[src/rtl/rtc_spi_streamer.sv]
// Real-time clock (binary or packed-BCD h:m:s) with a 1 s prescaler; after each tick the
// time is streamed as a 24-bit SPI mode-0 frame while 24 bits are captured from miso.
module rtc_spi_streamer #(
  parameter int CLK_DIV  = 50_000_000,
  parameter int SCLK_DIV = 4,
  parameter bit BCD      = 1'b0
) (
  input  logic        clk,
  input  logic        reset_n,
  input  logic        set_valid,
  input  logic [7:0]  set_hours,
  input  logic [7:0]  set_minutes,
  input  logic [7:0]  set_seconds,
  output logic [7:0]  hours,
  output logic [7:0]  minutes,
  output logic [7:0]  seconds,
  output logic        tick_1s,
  output logic        sclk,
  output logic        mosi,
  input  logic        miso,
  output logic        ss_n,
  output logic        busy,
  output logic [23:0] rx_frame,
  output logic        rx_valid
);

  localparam int PW = (CLK_DIV > 1) ? $clog2(CLK_DIV) : 1;
  localparam int DW = (SCLK_DIV > 1) ? $clog2(SCLK_DIV) : 1;
  localparam logic [PW-1:0] PRE_TC = PW'(CLK_DIV - 1);
  localparam logic [DW-1:0] DIV_TC = DW'(SCLK_DIV - 1);
  localparam logic [7:0] HOUR_MAX = BCD ? 8'h23 : 8'd23;
  localparam logic [7:0] MS_MAX   = BCD ? 8'h59 : 8'd59;

  typedef enum logic [1:0] {
    IDLE  = 2'd0,
    SHIFT = 2'd1,
    HOLD  = 2'd2
  } state_t;

  state_t         state_q;
  state_t         state_d;
  logic [PW-1:0]  pre_cnt;
  logic           pre_tc;
  logic [DW-1:0]  div_cnt;
  logic           div_tc;
  logic [4:0]     bit_cnt;
  logic [23:0]    tx_sr;
  logic [23:0]    rx_sr;
  logic           start;
  logic           rise;
  logic           fall;
  logic           done;

  function automatic logic [7:0] field_inc(input logic [7:0] v, input logic [7:0] max_v);
    logic [7:0] r;
    if (v == max_v) begin
      r = 8'd0;
    end else if (BCD && (v[3:0] == 4'd9)) begin
      r = {v[7:4] + 4'd1, 4'd0};
    end else begin
      r = v + 8'd1;
    end
    return r;
  endfunction

  // Whole-byte compare against max is valid for BCD too once both nibbles are <= 9.
  function automatic logic [7:0] field_load(input logic [7:0] v, input logic [7:0] max_v);
    logic ok;
    ok = (v <= max_v);
    if (BCD && ((v[7:4] > 4'd9) || (v[3:0] > 4'd9))) begin
      ok = 1'b0;
    end
    return ok ? v : 8'd0;
  endfunction

  assign pre_tc = (pre_cnt == PRE_TC);
  assign div_tc = (div_cnt == DIV_TC);

  // The load cycle itself counts as prescaler count 0, so the next tick lands CLK_DIV
  // cycles after the cycle carrying set_valid.
  always_ff @(posedge clk or negedge reset_n) begin
    if (!reset_n) begin
      pre_cnt <= '0;
      tick_1s <= 1'b0;
    end else begin
      tick_1s <= pre_tc & ~set_valid;
      if (set_valid) begin
        pre_cnt <= PW'(1);
      end else if (pre_tc) begin
        pre_cnt <= '0;
      end else begin
        pre_cnt <= pre_cnt + 1'b1;
      end
    end
  end

  always_ff @(posedge clk or negedge reset_n) begin
    if (!reset_n) begin
      hours   <= 8'd0;
      minutes <= 8'd0;
      seconds <= 8'd0;
    end else if (set_valid) begin
      hours   <= field_load(set_hours, HOUR_MAX);
      minutes <= field_load(set_minutes, MS_MAX);
      seconds <= field_load(set_seconds, MS_MAX);
    end else if (pre_tc) begin
      seconds <= field_inc(seconds, MS_MAX);
      if (seconds == MS_MAX) begin
        minutes <= field_inc(minutes, MS_MAX);
        if (minutes == MS_MAX) begin
          hours <= field_inc(hours, HOUR_MAX);
        end
      end
    end
  end

  always_comb begin
    state_d = state_q;
    start   = 1'b0;
    rise    = 1'b0;
    fall    = 1'b0;
    done    = 1'b0;
    case (state_q)
      IDLE: begin
        if (tick_1s) begin
          state_d = SHIFT;
          start   = 1'b1;
        end
      end
      SHIFT: begin
        if (div_tc) begin
          if (sclk) begin
            fall = 1'b1;
            if (bit_cnt == 5'd23) begin
              state_d = HOLD;
            end
          end else begin
            rise = 1'b1;
          end
        end
      end
      HOLD: begin
        if (div_tc) begin
          state_d = IDLE;
          done    = 1'b1;
        end
      end
      default: state_d = IDLE;
    endcase
  end

  always_ff @(posedge clk or negedge reset_n) begin
    if (!reset_n) begin
      state_q <= IDLE;
    end else begin
      state_q <= state_d;
    end
  end

  always_ff @(posedge clk or negedge reset_n) begin
    if (!reset_n) begin
      div_cnt  <= '0;
      bit_cnt  <= 5'd0;
      tx_sr    <= 24'd0;
      rx_sr    <= 24'd0;
      sclk     <= 1'b0;
      ss_n     <= 1'b1;
      rx_frame <= 24'd0;
      rx_valid <= 1'b0;
    end else begin
      ss_n     <= (state_d == IDLE);
      rx_valid <= done;
      if (start) begin
        tx_sr   <= {hours, minutes, seconds};
        div_cnt <= '0;
        bit_cnt <= 5'd0;
        sclk    <= 1'b0;
      end else if (state_q != IDLE) begin
        div_cnt <= div_tc ? '0 : div_cnt + 1'b1;
      end
      if (rise) begin
        sclk  <= 1'b1;
        rx_sr <= {rx_sr[22:0], miso};
      end
      // The last falling edge leaves mosi on bit 0 until the next frame.
      if (fall) begin
        sclk    <= 1'b0;
        bit_cnt <= bit_cnt + 5'd1;
        if (state_d == SHIFT) begin
          tx_sr <= {tx_sr[22:0], 1'b0};
        end
      end
      if (done) begin
        rx_frame <= rx_sr;
      end
    end
  end

  assign mosi = tx_sr[23];
  assign busy = ~ss_n;

endmodule

[config.mk]
export PLATFORM = sky130hd
export DESIGN_NAME = rtc_spi_streamer
export DESIGN_NICKNAME = d
export VERILOG_FILES = /design/src/rtl/rtc_spi_streamer.sv
export SDC_FILE = /design/constraint.sdc
export NUM_CORES = 1
export LEC_CHECK = 0
export CAP_MARGIN = 20
export CORE_MARGIN = 3
export CORE_UTILIZATION = 30
export DETAILED_ROUTE_END_ITERATION = 10
export SYNTH_ARGS = -nofsm -noshare
export SYNTH_HDL_FRONTEND = slang
export SYNTH_SLANG_ARGS = --single-unit
export TNS_END_PERCENT = 100
[constraint.sdc]
create_clock -name clk -period 2.55 [get_ports clk]
set_input_delay 0.3825 -clock clk [delete_from_list [all_inputs] [get_ports clk]]
set_output_delay 0.3825 -clock clk [all_outputs]
set_load 0.005 [all_outputs]
Yosys cells after proc, flatten, opt, wreduce, memory -nomap -nowiden
Cells that the tools add are included.
{ "word_totals": {"ff_bits": 135, "latchBits": 0, "ram_bits": 0, "romBits": 0, "in_bits": 28, "output_inout_bits": 54, "elab_cells": 90, "n_memories": 0} }
{ "op_classes": {"add_sub_neg": 6, "mul": 0, "n_div": 0, "magnitude_cmp": 3, "eq_ne": 9, "shift": 0, "muxes": 44, "bitwise_logic": 3, "n_reduce_logical": 11} }
{ "op_table": {"columns": ["cell", "n"], "rows": [
  ["8-bit two-way mux", 15],
  ["24-bit two-way mux", 3],
  ["26-bit two-way mux", 2],
  ["26-bit by 1-bit adder with 26-bit output, second input constant", 1],
  ["26-bit equality test, second input constant", 1],
  ["8-bit by 1-bit adder with 8-bit output, second input constant", 3],
  ["8-bit by 6-bit equality test with 1-bit output, second input constant", 2],
  ["8-bit by 6-bit <= comparator with 1-bit output, second input constant", 2],
  ["2-bit two-way mux", 8],
  ["1-bit two-way mux", 13],
  ["2-bit nonzero test", 6],
  ["5-bit two-way mux", 2],
  ["8-bit by 5-bit equality test with 1-bit output, second input constant", 1],
  ["8-bit by 5-bit <= comparator with 1-bit output, second input constant", 1],
  ["2-bit one-hot mux with 3 select lines", 1],
  ["5-bit by 1-bit adder with 5-bit output, second input constant", 1],
  ["5-bit equality test, second input constant", 1],
  ["2-bit by 1-bit equality test with 1-bit output, second input constant", 2],
  ["2-bit equality test, second input constant", 2],
  ["2-bit logical NOT", 2],
  ["3-bit AND reduction", 1],
  ["3-bit nonzero test", 1],
  ["2-bit by 1-bit adder with 2-bit output, second input constant", 1],
  ["1-bit inverter", 2],
  ["other kinds (2)", 2]
]} }

Logic depth before layout (Yosys ltp)
{ "depth": {"ltp_word": 8, "depth_mapped": 7, "mapped_depth_nobuf": 6} }

Worst setup path after synthesis
Ideal clock, no wire load.
{ "synth_timing": {"kind": "register -> register", "start": "register seconds[0]", "end": "register hours[6]", "setup_ps": 66, "arrival_ps": 2055, "required_time_ps": 2484, "path_slack_ps": 429, "path_stages_with_launch": 7, "path_buffers": 0, "period_less_slack_ps": 2121, "path_cell_list": "dfrtp_1 -> ha_1 -> or4bb_1 -> nor4_2 -> a31oi_1 -> or4_1 -> nand2_1"} }
{ "synth_between": {"elab_chain_len": 3} }
{ "synth_rtl": {"columns": ["element", "line", "rtl"], "rows": [
  ["start, declared", "16", "output logic [7:0] seconds,"],
  ["start signal, assigned", "105", "seconds <= field_load(set_seconds, MS_MAX);"],
  ["start signal, assigned", "107", "seconds <= field_inc(seconds, MS_MAX);"],
  ["8-bit by 6-bit equality test with 1-bit output", "108", "if (seconds == MS_MAX) begin"],
  ["2-bit nonzero test (no source line)", null, null],
  ["3-bit AND reduction (no source line)", null, null],
  ["end signal, assigned", "103", "hours <= field_load(set_hours, HOUR_MAX);"],
  ["end signal, assigned", "111", "hours <= field_inc(hours, HOUR_MAX);"],
  ["end, declared", "14", "output logic [7:0] hours,"]
]} }
Every way passes these cells.
A chain may end at the register's enable or synchronous reset.

Final worst setup path
{ "layout_timing": {"start": "register pre_cnt[0]", "end": "register seconds[5]"} }
{ "layout_between": {"elab_chain_len": 2} }
{ "layout_rtl": {"columns": ["element", "line", "rtl"], "rows": [
  ["start, declared", "42", "logic [PW-1:0] pre_cnt;"],
  ["start signal, assigned", "92", "pre_cnt <= pre_cnt + 1'b1;"],
  ["26-bit equality test", "76", "assign pre_tc = (pre_cnt == PRE_TC);"],
  ["2-bit nonzero test (no source line)", null, null]
]} }
Every way passes these cells.

==> results.sh <==
export IMPL_core_area_um2=20300
export IMPL_critical_path_required_ns=2.86
export IMPL_cts_max_level=4
export IMPL_ctsLongestPathBuffers=2
export IMPL_drt_iter0_markers=250
export IMPL_max_clock_freq_mhz=445.1
export IMPL_wl_per_cell_um=14.69
export IMPL_postSynthRegisterBits=135
export IMPL_grt_util_all_layers_pct=13.49
export IMPL_drt_total_wl_um=14630
export IMPL_cts_hold_buffers_added=1
export IMPL_insertion_delay_ns=0.42
export IMPL_netSwitchingFraction_pct=25.89
export IMPL_number_of_clock_sinks_seen_by_cts=135
export IMPL_yosys_warnings=0
export IMPL_inst_count_dp=964
export IMPL_clock_tree_root_cell="sky130_fd_sc_hd__clkbuf_16"
export IMPL_synthesis_area_per_instance_um2=10.10
export IMPL_setup_tns_ns=0
export IMPL_post_route_period_util_pct=88.10
export IMPL_count_of_flip_flops_with_a_built_in_enable_after_synthesis=0
export IMPL_finish_net_count=748
export IMPL_hold_violations=0
export IMPL_crit_buf_inv=0
export IMPL_post_synth_top_count_cell="sky130_fd_sc_hd__dfrtp_1"
export IMPL_maxSlewHeadroom_pct=33.09
export IMPL_r2r_slack_ns=0.30
export IMPL_synthTopCellsByCount="sky130_fd_sc_hd__dfrtp_1, sky130_fd_sc_hd__nand2_1, sky130_fd_sc_hd__o21ai_0"
export IMPL_largest_delay_contributor_family_on_the_critical_path="simple AND/OR/NAND/NOR gates"
export IMPL_first_global_vias=4638
export IMPL_power_frac_clock_pct=43.9
export IMPL_post_route_ant_nets=0
export IMPL_boundaryPins=82
export IMPL_synth_top_cell_area_share_pct=53.97
export IMPL_arrival_ns=2.56
export IMPL_fraction_of_registers_with_async_set_or_reset_after_synthesis_pct=100.0
export IMPL_total_switching_power_w=0.001435
export IMPL_dp_hpwl_um=9877
export IMPL_drt_pass1_iter_count=4
export IMPL_seq_area_frac_synth_pct=54.39
export IMPL_unrepaired_setup_endpoints_after_global_routing="no"
export IMPL_post_cts_resized_instances=0
export IMPL_worstPathCellList="ha_1, nand4_4, or4_4, o21ai_4, nand2b_1, o311ai_1"
export IMPL_synth_top_cells_by_area="sky130_fd_sc_hd__dfrtp_1, sky130_fd_sc_hd__nand2_1, sky130_fd_sc_hd__o21ai_0, sky130_fd_sc_hd__mux2_2, sky130_fd_sc_hd__mux2i_1"
export IMPL_clk_skew_ns=0.007289
export IMPL_post_route_drc_count=0
export IMPL_internal_power_w=0.004106
export IMPL_worst_path_max_delay_cell="sky130_fd_sc_hd__or4_4"
export IMPL_floorplan_die_area_um2=22470
export IMPL_routabilityCongestion=0.7987
export IMPL_finalSetupViolCount=0
export IMPL_ir_drop_mv=0.4370
export IMPL_netlist_cell_type_count=51
export IMPL_cts_made_buffers=17
export IMPL_synth_area_leader="sky130_fd_sc_hd__dfrtp_1"
export IMPL_min_path_type="reg2reg"
export IMPL_cts_tree="yes"
export IMPL_critPathLaunchType="flip-flop"
export IMPL_worst_setup_hold_path_clk_slew_ns=0.06
export IMPL_floorplan_rows=52
export IMPL_post_synthesis_instance_total=615
export IMPL_fp_dieH_um=149.9
export IMPL_outcome="finished, final reports clean"
export IMPL_synth_cell_area_um2=6213
export IMPL_grt_max_degree=57
export IMPL_die_width_um=149.9
export IMPL_relative_area_change_from_synthesis_to_final_layout_pct=29.46
export IMPL_antenna_diode_count=0
export IMPL_dr_total_vias=4777
export IMPL_timing_critical_path_slowest_cell_delay_ns=0.61
export IMPL_seq_power_share_pct=45.2
export IMPL_finalNonFillerCells=996
export IMPL_vias_per_cell=4.796
export IMPL_power_density_nw_per_um2=688.8
export IMPL_timing_worst_setup_path_type="reg2reg"
export IMPL_crit_path_max_fanout=9
export IMPL_buffer_ports_inserted=81
export IMPL_max_cap_viol=0
export IMPL_ys_flop_type="sky130_fd_sc_hd__dfrtp_1"
export IMPL_layout_drive_gt1_share_pct=12.53
export IMPL_synth_nets=649
export IMPL_drv_slew=0
export IMPL_gr_total_overflow=0
export IMPL_grt_first_pass_wirelength_um=24050
export IMPL_worst_slew_pin_slew_ns=0.9990
export IMPL_initial_antenna_violation_count=0
export IMPL_leakagePower_nw=3.511
export IMPL_starting_utilization_of_the_core_area_pct=30.61
export IMPL_crit_path_end_kind="flip-flop"
export IMPL_timing_final_crit_period_ns=2.247
export IMPL_postcts_setup_bufs=0
export IMPL_power_share_combinational_pct=10.9
[metrics by stage]
| step | cell area (µm²) | total power (W) | setup WS (ns) | utilization, % | hold WS (ns) |
|---|---|---|---|---|---|
| final | 8044 | 0.005541 | 0.3034 | 39.63 | 0.4634 |
| after detailed placement | 7446 | 0.003153 | 0.2996 | 36.68 | 0.3892 |
| after global routing | 8044 | 0.005814 | 0.09589 | 39.63 | 0.4912 |
| after global placement | 7446 | 0.003135 | 0.3152 | 36.68 | 0.3860 |
| after floorplan | 6213 | 0.002828 | 0.4292 | - | 0.08691 |
| after CTS | 8044 | 0.005613 | 0.2902 | 39.63 | 0.4719 |
[state kept, by name, summed over array words and instances (netlist names)]
register	flops
seconds	8
rx_frame	24
tx_sr	24
ss_n	1
bit_cnt	5
sclk	1
rx_sr	24
tick_1s	1
div_cnt	2
pre_cnt	26
hours	8
minutes	8
rx_valid	1
state_q	2
[placed cells by master (no fill, tap or decap), types with 3 or more instances in the layout]
| master | netlist | layout |
|---|---|---|
| sky130_fd_sc_hd__a21oi_1 | 15 | 15 |
| sky130_fd_sc_hd__a22oi_1 | 7 | 7 |
| sky130_fd_sc_hd__a31oi_1 | 6 | 6 |
| sky130_fd_sc_hd__and2_1 | 4 | 4 |
| sky130_fd_sc_hd__and3_1 | 12 | 12 |
| sky130_fd_sc_hd__and4_1 | 3 | 3 |
| sky130_fd_sc_hd__buf_4 | 0 | 21 |
| sky130_fd_sc_hd__clkbuf_16 | 0 | 17 |
| sky130_fd_sc_hd__clkdlybuf4s50_1 | 0 | 80 |
| sky130_fd_sc_hd__clkinv_4 | 0 | 3 |
| sky130_fd_sc_hd__clkinvlp_4 | 0 | 6 |
| sky130_fd_sc_hd__dfrtp_1 | 134 | 134 |
| sky130_fd_sc_hd__ha_1 | 6 | 6 |
| sky130_fd_sc_hd__inv_1 | 3 | 3 |
| sky130_fd_sc_hd__mux2_2 | 24 | 24 |
| sky130_fd_sc_hd__mux2i_1 | 25 | 25 |
| sky130_fd_sc_hd__nand2_1 | 116 | 116 |
| sky130_fd_sc_hd__nand3_1 | 25 | 25 |
| sky130_fd_sc_hd__nand3b_1 | 5 | 5 |
| sky130_fd_sc_hd__nand4_1 | 8 | 8 |
| sky130_fd_sc_hd__nor2_1 | 57 | 56 |
| sky130_fd_sc_hd__nor2b_1 | 6 | 6 |
| sky130_fd_sc_hd__nor3_1 | 4 | 4 |
| sky130_fd_sc_hd__nor3b_1 | 3 | 3 |
| sky130_fd_sc_hd__nor4_1 | 4 | 4 |
| sky130_fd_sc_hd__o21ai_0 | 64 | 64 |
| sky130_fd_sc_hd__o31ai_1 | 3 | 3 |
| sky130_fd_sc_hd__o41ai_1 | 3 | 3 |
| sky130_fd_sc_hd__xnor2_1 | 6 | 6 |
| sky130_fd_sc_hd__xor2_1 | 18 | 18 |
[power by group through the flow]
stage	sequential [W]	clock [W]	combinational, W
floorplan	0.00250	0	0.000328
global placement	0.00254	0	0.000599
detailed placement	0.00254	0	0.000615
CTS	0.00250	0.00249	0.000615
global route	0.00253	0.00259	0.000688
finish	0.00250	0.00243	0.000602
[layout make-up]
cell class	count	area [µm²]
fill	2020	12260
sequential	135	3379
multi-input combinational	452	2724
timing repair buffer	104	999.7
clock buffer	18	439.2
tap	270	337.8
clock inverter	13	148.9
inverter	4	15.01
[worst reg2reg max path, cell delays in order (launching register included)]
cell                       delay, ns
sky130_fd_sc_hd__dfrtp_1        0.38
sky130_fd_sc_hd__ha_1           0.26
sky130_fd_sc_hd__nand4_4        0.18
sky130_fd_sc_hd__or4_4          0.61
sky130_fd_sc_hd__o21ai_4        0.30
sky130_fd_sc_hd__nand2b_1       0.13
sky130_fd_sc_hd__o311ai_1       0.28
[final timing paths]
| kind | depth (start not counted) | endpoint | start |
|---|---|---|---|
| worst max-delay path | 6 | seconds[5] | pre_cnt[0] |
| worst min register to register | 2 | rx_frame[23] | rx_sr[23] |
| worst min-delay path | 2 | rx_frame[23] | rx_sr[23] |
| min in group asynchronous | 2 | rx_frame[11] | reset_n |
| worst max register to register | 6 | seconds[5] | pre_cnt[0] |
| max in group asynchronous | 3 | ss_n | reset_n |
[kinds of logic after synthesis]
group,share of synthesized area (%)
AND/OR/NAND/NOR,20.92
flip-flops,54.39
AO/OA/AOI/OAI,9.908
multiplexers,8.377
buffers and inverters,1.812
XOR/XNOR,3.383
adder cells (fa/ha/maj),1.208
[layer usage]
metal / global-route usage [%] / share of wire [%] / vias to the layer above / wire (µm)
met3: 4.058 / 4.3 / 20 / 635
li1: - / - / 2349 / -
met5: 0 / 0 / - / 0
met4: 3.751 / 1.3 / 0 / 195
met1: 18.42 / 49 / 2289 / 7110
met2: 20.84 / 46 / 119 / 6689
No activity file was read; power rests on OpenSTA's default activity.
